[config.mk]
export PLATFORM = sky130hd
export DESIGN_NAME = dsp_sample_reader_flat
export DESIGN_NICKNAME = d
export VERILOG_FILES = /design/src/rtl/dsp_sample_reader_if.sv /design/src/rtl/dsp_sample_reader.sv /design/src/flat_wrapper.sv
export SDC_FILE = /design/constraint.sdc
export NUM_CORES = 1
export LEC_CHECK = 0
export CORE_MARGIN = 2
export CORE_UTILIZATION = 58
export CTS_CLUSTER_DIAMETER = 60
export DETAILED_ROUTE_END_ITERATION = 10
export GPL_TIMING_DRIVEN = 0
export HOLD_SLACK_MARGIN = 0.12
export PLACE_DENSITY = 0.91
export SYNTH_ARGS = -nofsm -noshare
export SYNTH_HDL_FRONTEND = slang
export SYNTH_SLANG_ARGS = --single-unit
export TNS_END_PERCENT = 50
[constraint.sdc]
create_clock -name clk -period 4.4 [get_ports clk]
set_input_delay 0.44 -clock clk [delete_from_list [all_inputs] [get_ports clk]]
set_output_delay 0.44 -clock clk [all_outputs]
set_load 0.1 [all_outputs]
[src/rtl/dsp_sample_reader_if.sv]
// DSP link and sample-output bundle: serial request/data lines plus the parallel volume word.
// The reader side drives the request and the sample outputs, and receives the serial data.
interface dsp_sample_reader_if #(
  parameter int SAMPLE_BITS = 8
);
  logic                   DSPingang;
  logic                   DSPctrl;
  logic [SAMPLE_BITS-1:0] huil_vol;
  logic                   vol_valid;
  logic                   link_err;

  modport master (
    input  DSPingang,
    output DSPctrl,
    output huil_vol,
    output vol_valid,
    output link_err
  );

  modport slave (
    output DSPingang,
    input  DSPctrl,
    input  huil_vol,
    input  vol_valid,
    input  link_err
  );
endinterface

[src/rtl/dsp_sample_reader.sv]
// Polls the DSP with a one-bit request and deserialises its framed sample (start, MSB-first data, stop).
// Output is strobe-only with no backpressure: vol_valid/link_err pulse one cycle after the stop/error decision.
module dsp_sample_reader #(
  parameter int SAMPLE_BITS  = 8,
  parameter int BIT_DIV      = 50,
  parameter int POLL_PERIOD  = 50000,
  parameter int TIMEOUT_BITS = 16
) (
  input  logic                 clk,
  input  logic                 reset,
  input  logic                 enable,
  dsp_sample_reader_if.master  bus
);

  localparam int TO_CYC  = TIMEOUT_BITS * BIT_DIV;
  localparam int CNT_MAX = (POLL_PERIOD > TO_CYC) ? POLL_PERIOD : TO_CYC;
  localparam int CW      = $clog2(CNT_MAX + 1);
  localparam int BW      = $clog2(SAMPLE_BITS + 1);

  localparam logic [CW-1:0] CNT_ONE   = CW'(1);
  localparam logic [CW-1:0] POLL_LAST = CW'(POLL_PERIOD - 1);
  localparam logic [CW-1:0] BIT_LAST  = CW'(BIT_DIV - 1);
  localparam logic [CW-1:0] HALF_LAST = CW'(BIT_DIV / 2 - 1);
  localparam logic [CW-1:0] TO_LAST   = CW'(TO_CYC - 1);
  localparam logic [BW-1:0] BIT_ONE   = BW'(1);
  localparam logic [BW-1:0] BITS_LAST = BW'(SAMPLE_BITS - 1);

  typedef enum logic [2:0] {
    IDLE,
    REQ,
    WAIT_START,
    HALF,
    DATA,
    STOP
  } state_t;

  state_t                 state_q, state_d;
  logic                   sync1_q, sync1_d;
  logic                   sync2_q, sync2_d;
  logic [CW-1:0]          cnt_q, cnt_d;
  logic [BW-1:0]          bit_q, bit_d;
  logic [SAMPLE_BITS-1:0] shift_q, shift_d;
  logic [SAMPLE_BITS-1:0] vol_q, vol_d;
  logic                   ctrl_q, ctrl_d;
  logic                   vld_q, vld_d;
  logic                   err_q, err_d;
  logic                   din_s;

  assign din_s = sync2_q;

  // One shared counter serves poll, request, timeout and bit timing; it is
  // cleared on every state change so each phase starts counting from zero.
  always_comb begin
    sync1_d = bus.DSPingang;
    sync2_d = sync1_q;
    state_d = state_q;
    cnt_d   = cnt_q;
    bit_d   = bit_q;
    shift_d = shift_q;
    vol_d   = vol_q;
    ctrl_d  = ctrl_q;
    vld_d   = 1'b0;
    err_d   = 1'b0;

    case (state_q)
      IDLE: begin
        if (enable) begin
          if (cnt_q == POLL_LAST) begin
            cnt_d   = '0;
            ctrl_d  = 1'b1;
            state_d = REQ;
          end else begin
            cnt_d = cnt_q + CNT_ONE;
          end
        end
      end
      REQ: begin
        if (cnt_q == BIT_LAST) begin
          cnt_d   = '0;
          ctrl_d  = 1'b0;
          state_d = WAIT_START;
        end else begin
          cnt_d = cnt_q + CNT_ONE;
        end
      end
      WAIT_START: begin
        // A start bit on the final allowed cycle wins over the timeout.
        if (!din_s) begin
          cnt_d   = '0;
          state_d = HALF;
        end else if (cnt_q == TO_LAST) begin
          cnt_d   = '0;
          err_d   = 1'b1;
          state_d = IDLE;
        end else begin
          cnt_d = cnt_q + CNT_ONE;
        end
      end
      HALF: begin
        if (cnt_q == HALF_LAST) begin
          cnt_d = '0;
          if (din_s) begin
            err_d   = 1'b1;
            state_d = IDLE;
          end else begin
            bit_d   = '0;
            state_d = DATA;
          end
        end else begin
          cnt_d = cnt_q + CNT_ONE;
        end
      end
      DATA: begin
        if (cnt_q == BIT_LAST) begin
          cnt_d   = '0;
          shift_d = {shift_q[SAMPLE_BITS-2:0], din_s};
          bit_d   = bit_q + BIT_ONE;
          if (bit_q == BITS_LAST) begin
            state_d = STOP;
          end
        end else begin
          cnt_d = cnt_q + CNT_ONE;
        end
      end
      STOP: begin
        if (cnt_q == BIT_LAST) begin
          cnt_d   = '0;
          state_d = IDLE;
          if (din_s) begin
            vol_d = shift_q;
            vld_d = 1'b1;
          end else begin
            err_d = 1'b1;
          end
        end else begin
          cnt_d = cnt_q + CNT_ONE;
        end
      end
      default: begin
        state_d = IDLE;
        cnt_d   = '0;
        ctrl_d  = 1'b0;
      end
    endcase
  end

  always_ff @(posedge clk or negedge reset) begin
    if (!reset) begin
      state_q <= IDLE;
      sync1_q <= 1'b1;
      sync2_q <= 1'b1;
      cnt_q   <= '0;
      bit_q   <= '0;
      shift_q <= '0;
      vol_q   <= '0;
      ctrl_q  <= 1'b0;
      vld_q   <= 1'b0;
      err_q   <= 1'b0;
    end else begin
      state_q <= state_d;
      sync1_q <= sync1_d;
      sync2_q <= sync2_d;
      cnt_q   <= cnt_d;
      bit_q   <= bit_d;
      shift_q <= shift_d;
      vol_q   <= vol_d;
      ctrl_q  <= ctrl_d;
      vld_q   <= vld_d;
      err_q   <= err_d;
    end
  end

  assign bus.DSPctrl   = ctrl_q;
  assign bus.huil_vol  = vol_q;
  assign bus.vol_valid = vld_q;
  assign bus.link_err  = err_q;

endmodule
[src/flat_wrapper.sv]
// flat-port wrapper written by rule: the top's interface ports become plain ports
module dsp_sample_reader_flat 
#(
  parameter int SAMPLE_BITS  = 8,
  parameter int BIT_DIV      = 50,
  parameter int POLL_PERIOD  = 50000,
  parameter int TIMEOUT_BITS = 16
)
  (clk, reset, enable, bus_DSPingang, bus_DSPctrl, bus_huil_vol, bus_vol_valid, bus_link_err);
  dsp_sample_reader_if #(.SAMPLE_BITS(SAMPLE_BITS)) bus_i ();
  input  logic clk;
  input  logic reset;
  input  logic enable;
  input wire logic [$bits(bus_i.DSPingang)-1:0] bus_DSPingang;
  output wire logic [$bits(bus_i.DSPctrl)-1:0] bus_DSPctrl;
  output wire logic [$bits(bus_i.huil_vol)-1:0] bus_huil_vol;
  output wire logic [$bits(bus_i.vol_valid)-1:0] bus_vol_valid;
  output wire logic [$bits(bus_i.link_err)-1:0] bus_link_err;
  assign bus_i.DSPingang = bus_DSPingang;
  assign bus_DSPctrl = bus_i.DSPctrl;
  assign bus_huil_vol = bus_i.huil_vol;
  assign bus_vol_valid = bus_i.vol_valid;
  assign bus_link_err = bus_i.link_err;
  dsp_sample_reader #(.SAMPLE_BITS(SAMPLE_BITS), .BIT_DIV(BIT_DIV), .POLL_PERIOD(POLL_PERIOD), .TIMEOUT_BITS(TIMEOUT_BITS)) u_core (.clk(clk), .reset(reset), .enable(enable), .bus(bus_i));
endmodule
==> results of run 1 <==
-- how the worst max path moves through the flow --
stage | end | cells past startpoint | slack (ns)
6_report | bus_DSPctrl | 1 | 2.14
5_1_grt | u_core.cnt_q[9] | 6 | 2.03
4_1_cts | bus_DSPctrl | 1 | 2.12
3_5_place_dp | u_core.cnt_q[9] | 6 | 2.14
3_3_place_gp | u_core.bit_q[1] | 1 | 1.78
2_1_floorplan | u_core.bus.huil_vol[0] | 7 | 2.54
-- cell families (layout without fill, tap and decap cells) --
kind of cell / after synthesis / after routing / synth area share
and+or+nand+nor: 73 / 73 / 0.220
DFF: 44 / 44 / 0.494
AOI/OAI and AO/OA: 29 / 29 / 0.0935
muxes: 19 / 19 / 0.0946
xor gates and xnor gates: 12 / 12 / 0.0470
buffers and inverters: 12 / 36 / 0.0286
adders and majority gates: 4 / 4 / 0.0224
-- area by class of cell --
class	count	area share
timing repair buffer	16	0.0669
tap	48	0.0233
inverter	7	0.0102
multi-input combinational	137	0.413
clock buffer	5	0.0266
sequential	44	0.427
clock inverter	3	0.0179
buffer	5	0.0145
-- power by group through the flow --
| stage | clock network (W) | logic (W) | registers, W |
|---|---|---|---|
| after floorplan | 0 | 0.000141 | 0.000512 |
| after global placement | 0 | 0.000217 | 0.000490 |
| after detailed placement | 0 | 0.000225 | 0.000495 |
| after CTS | 0.000324 | 0.000230 | 0.000486 |
| after global routing | 0.000343 | 0.000257 | 0.000494 |
| final | 0.000321 | 0.000229 | 0.000487 |
-- stage by stage --
| stage | power, W | cells | util | hold WS (ns) | worst slack, ns |
|---|---|---|---|---|---|
| final | 0.00104 | 265 | 0.700 | 0.356 | 2.14 |
| after global routing | 0.00110 | 265 | 0.700 | 0.352 | 2.03 |
| after CTS | 0.00104 | 265 | 0.700 | 0.359 | 2.12 |
| after detailed placement | 0.000720 | 256 | 0.666 | 0.349 | 2.14 |
| after global placement | 0.000707 | 255 | 0.660 | 0.346 | 1.78 |
| after floorplan | 0.000654 | 193 | - | 0.144 | 2.54 |
-- metal layers --
layer	part of all wire	vias to the layer above	wire, um
met5	0	-	0
met4	0.018	0	74
met3	0.041	6	171
met2	0.47	41	1980
met1	0.47	782	1970
li1	-	745	-
-- Yosys cell counts, types with 3 or more instances --
| cell | number | share of area |
|---|---|---|
| dfrtp_1 | 42 | 0.47 |
| mux2_2 | 17 | 0.086 |
| nor2_1 | 15 | 0.025 |
| nand2_1 | 12 | 0.020 |
| and3_1 | 9 | 0.025 |
| o21ai_0 | 9 | 0.020 |
| xor2_1 | 8 | 0.031 |
| inv_1 | 7 | 0.012 |
| nand4_1 | 6 | 0.017 |
| ha_1 | 4 | 0.022 |
| nand3_1 | 4 | 0.0090 |
| xnor2_1 | 4 | 0.016 |
| buf_2 | 3 | 0.0067 |
| nand3b_1 | 3 | 0.010 |
| nor2b_1 | 3 | 0.0084 |
| nor3_1 | 3 | 0.0067 |
-- registers in the layout, indices dropped and copies added, names as in the netlist --
name and count:
u_core.cnt_q 16, u_core.bus.huil_vol 8, u_core.shift_q 8, u_core.bit_q 4
u_core.state_q 3, u_core.bus.DSPctrl 1, u_core.bus.link_err 1, u_core.bus.vol_valid 1
u_core.din_s 1, u_core.sync1_q 1
-- what timing repair did --
action,in CTS,in global routing
hold buffers,1,0
resized for setup,0,0
endpoints found under the hold margin,19,0
==> out/results.ini, run 1 <==
[layout]
diodes=0
final_area_mm2=0.00258
layout_commonest_cell=dfrtp_1
layout_common_cells=dfrtp_1 (42), mux2_2 (17), nor2_1 (15)
regArea_mm2=0.00110
fin_nets=224
synthToLayoutAreaGrowth_pct=15.6
drive_gt1_frac=0.217
n_fill_cell=276
multi_input_area_mm2=0.00107

[power_and_ir_drop]
peakVddDrop_mv=0.258
p_seq_frac=0.470
p_sw_frac=0.327
power_leakage_nw=1.21
p_switching_w=0.000339
internal_power_w=0.000697
pwr_density_cell_mw_per_mm2=401
pwr-share-clk=0.309
power_frac_comb=0.221

[placement]
place_congestion=0.830
port_buffers=14
hpwlAfterDp_mm=2.99
postPlaceCellArea_mm2=0.00246

[floorplanning]
die_w_um=66.1
core_mm2=0.00369
start_util=0.606
rows=22
die_h_um=66.1
dieArea_mm2=0.00437
ios=15

[clock_network]
clk_latency_ns=0.30
post_cts_buffers=0
cts_root_buf=clkbuf_8
numCtsBuffers=5
cts.sinks=44
clk_pin_slew_ns=0.09
cts_tree=done
clock_path_buffers=2
cts_htree_levels=2

[timing]
hold_viol=0
worst_pin_slew_ns=0.966
tns_ns=0
period_minus_slack_ns=2.26
setup_violations=0
worst_clock_skew_ns=0.00424
slew_headroom=0.354
fin_crit_sh=0.514
max_freq_mhz=443
rsz0062_at_grt=false
slew_violations=0

[setup_path]
critPathLaunchType=flop
critPathLaunch=u_core.bus.DSPctrl
crit_chain=clkdlybuf4s50_1
end_kind=output port
regToRegEndpoint=u_core.cnt_q[9]
required_ns=3.96
worstRegToRegCells=6
worstReg2RegStart=u_core.cnt_q[11]
crit_buf_inv=1
cp_slowest_stage_delay_ns=1.14
crit_fanout=3
critical_path_class=reg -> out
r2r_setup_slack_ns=2.18
path_delay_family=buffers and inverters
cpMaxStageDelayCell=clkdlybuf4s50_1
crit_arrival_ns=1.82

[global_route]
met2_usage=0.340
overflow=0
grtUsageMet1=0.302
grt_pass1_vias=1507
groute.usage.overall=0.219
grt_pass1_wl_mm=7.23
antenna_found_initial=0
grt_max_degree=26
met3_usage=0.0477
busiest_layer=met2

[route]
wl_per_cell_um=15.8
via_count=1574
wl_mm=4.20
drc=0
final_antenna_net_count=0
drtIter0Drc=100
drtPass1Iterations=4
avgViaCountPerCell=5.94

[min_path]
hold_class=reg -> reg
whs_endpoint=u_core.din_s
whs_path_depth=0
hold_path.startpoint=u_core.sync1_q

[logic_synthesis]
ys_warn_count=0
syn_nets=201
synth_edf_count=0
async_reset_ff_frac=1.00
synth_cell_types=51
ys_ff_latch=44
avgSynthCellArea_um2=11.6
synthesis.area_mm2=0.00223
ys_seq_area_frac=0.494
synthFlopType=dfrtp_1
syn_inst=193

[flow_run]
cap_violations=0

[status]
status=finished clean

Note: power is estimated with default switching activity, not from simulation.
==> inputs of run 2 (changes only) <==
==> constraint.sdc (replaced) <==
create_clock -name clk -period 2.1 [get_ports clk]
set_input_delay 0.21 -clock clk [delete_from_list [all_inputs] [get_ports clk]]
set_output_delay 0.21 -clock clk [all_outputs]
set_load 0.1 [all_outputs]
==> out/results.ini, run 2 (same netlist as run 1, synthesis figures left out) <==
[status]
status=finished clean

[clock_network]
numCtsBuffers=5  ; unchanged
cts_root_buf=clkbuf_8
clock_path_buffers=2  ; unchanged
cts_htree_levels=2  ; unchanged
clk_pin_slew_ns=0.09  ; about the same
clk_latency_ns=0.31  ; about the same
cts.sinks=44  ; unchanged
cts_tree=done

[placement]
pre_cts_ws_ns=-0.0782  ; -2.22 ns
postPlaceCellArea_mm2=0.00246  ; unchanged
hpwlAfterDp_mm=2.99  ; unchanged
place_congestion=0.830  ; unchanged
port_buffers=14  ; unchanged

[setup_path]
critPathLaunchType=flop
required_ns=2.29  ; -1.67 ns
end_kind=flop
worstRegToRegCells=8  ; +2
crit_arrival_ns=2.24  ; +0.42 ns
critical_path_class=reg -> reg
crit_fanout=6  ; +3

[timing]
hold_viol=0  ; unchanged
period_minus_slack_ns=2.05
slew_violations=0  ; unchanged
setup_ws_ns=0.0544  ; -2.09 ns
fin_crit_sh=0.974
max_freq_mhz=489
setup_violations=0  ; unchanged
slew_headroom=0.354  ; about the same
worst_pin_slew_ns=0.966  ; -0.000331 ns
worst_clock_skew_ns=0.00395  ; -0.000293 ns

[power_and_ir_drop]
pwr_density_cell_mw_per_mm2=837  ; +110%
peakVddDrop_mv=0.550  ; +110%
power_leakage_nw=1.28  ; +5.5%

[floorplanning]
ios=15  ; unchanged
dieArea_mm2=0.00437  ; unchanged
start_util=0.606  ; unchanged
die_h_um=66.1  ; unchanged
rows=22  ; unchanged
core_mm2=0.00369  ; unchanged
die_w_um=66.1  ; unchanged

[global_route]
grt_max_degree=26  ; unchanged
antenna_found_initial=0  ; unchanged
grt_pass1_wl_mm=7.26  ; +0.37%
groute.usage.overall=0.220  ; +0.00110
grt_pass1_vias=1504  ; -0.20%
overflow=0  ; unchanged

[layout]
synthToLayoutAreaGrowth_pct=23.3
regArea_mm2=0.00111  ; +0.34%
drive_gt1_frac=0.314  ; +0.0978
n_fill_cell=246  ; -11%
top_register=u_core.cnt_q
multi_input_area_mm2=0.00114  ; +6.7%
fin_nets=236  ; +5.4%
diodes=0  ; unchanged
largest_reg_flops=16  ; unchanged
layout_common_cells=dfrtp_1 (39), mux2_2 (17), nor2_1 (15)
final_area_mm2=0.00276  ; +6.7%
layout_commonest_cell=dfrtp_1

[route]
wl_per_cell_um=17.1  ; +8.1%
drtPass1Iterations=4  ; unchanged
drc=0  ; unchanged
final_antenna_net_count=0  ; unchanged
wl_mm=4.74  ; +13%
drtIter0Drc=99  ; -1.0%
via_count=1668  ; +6.0%
avgViaCountPerCell=6.02  ; +1.4%

[min_path]
hold_class=in -> reg
whs_path_depth=1  ; +1

[flow_run]
cap_violations=0  ; unchanged

[run 2: path summary, 6_finish.rpt]
kind	to	from	slack, ns
max	u_core.cnt_q[3]	u_core.cnt_q[0]	0.05
min	u_core.sync1_q	bus_DSPingang	0.30
max reg2reg	u_core.cnt_q[3]	u_core.cnt_q[0]	0.05
min reg2reg	u_core.din_s	u_core.sync1_q	0.36
max in group asynchronous	u_core.din_s	reset	1.14
min in group asynchronous	u_core.cnt_q[5]	reset	0.39
[run 2: metrics by stage]
stage	cells	hold slack (ns)	total power (W)	utilization	TNS, ns
global placement	255	0.346	0.00148	0.660	-12.32
detailed placement	256	0.203	0.00151	0.666	-0.669
finish	277	0.303	0.00231	0.747	0
global route	277	0.316	0.00240	0.747	-0.0397
CTS	266	0.300	0.00219	0.706	0
floorplan	193	-0.0856	0.00137	-	0
[run 2: layout make-up]
type | count | area share
plain buffers | 5 | 0.0136
clock buffers | 5 | 0.0250
clock inverters | 3 | 0.0168
inverters | 7 | 0.00954
multi-input cells | 137 | 0.413
flip-flops and latches | 44 | 0.402
well taps | 48 | 0.0218
repair buffers | 28 | 0.0981
[run 2: timing repair]
action | CTS | global route
hold buffers | 1 | 0
hold endpoints to repair | 19 | 0
setup buffers | 1 | 10
pin swaps | 2 | 11
setup endpoints to repair | 12 | 31
gates resized for setup | 3 | 16
cloned | 0 | 1
[run 2: power by group]
part	internal, W	switching, W
Clock	0.000359	0.000320
Sequential	0.000928	0.0000999
Combinational	0.000242	0.000359
[run 2: critical path, stage by stage (launching register included)]
cell	delay (ns)
dfrtp_2	0.45
inv_2	0.08
ha_4	0.12
and4bb_2	0.28
a41oi_4	0.14
a21o_1	0.26
nor3b_4	0.36
buf_6	0.16
o32ai_1	0.06
[run 2: metal layers]
metal	track usage	routed length (um)
met4	0.0867	91
met5	0	0
met2	0.337	2300
met1	0.308	2110
met3	0.0477	237
==> inputs of run 3 (changes only) <==
--- a/config.mk
+++ b/config.mk
@@ -12,6 +12,7 @@
 export GPL_TIMING_DRIVEN = 0
 export HOLD_SLACK_MARGIN = 0.12
 export PLACE_DENSITY = 0.91
+export SETUP_SLACK_MARGIN = 0.02
 export SYNTH_ARGS = -nofsm -noshare
 export SYNTH_HDL_FRONTEND = slang
 export SYNTH_SLANG_ARGS = --single-unit
==> results of run 3 <==
The final DEF is identical to that of run 2. Status: finished clean.
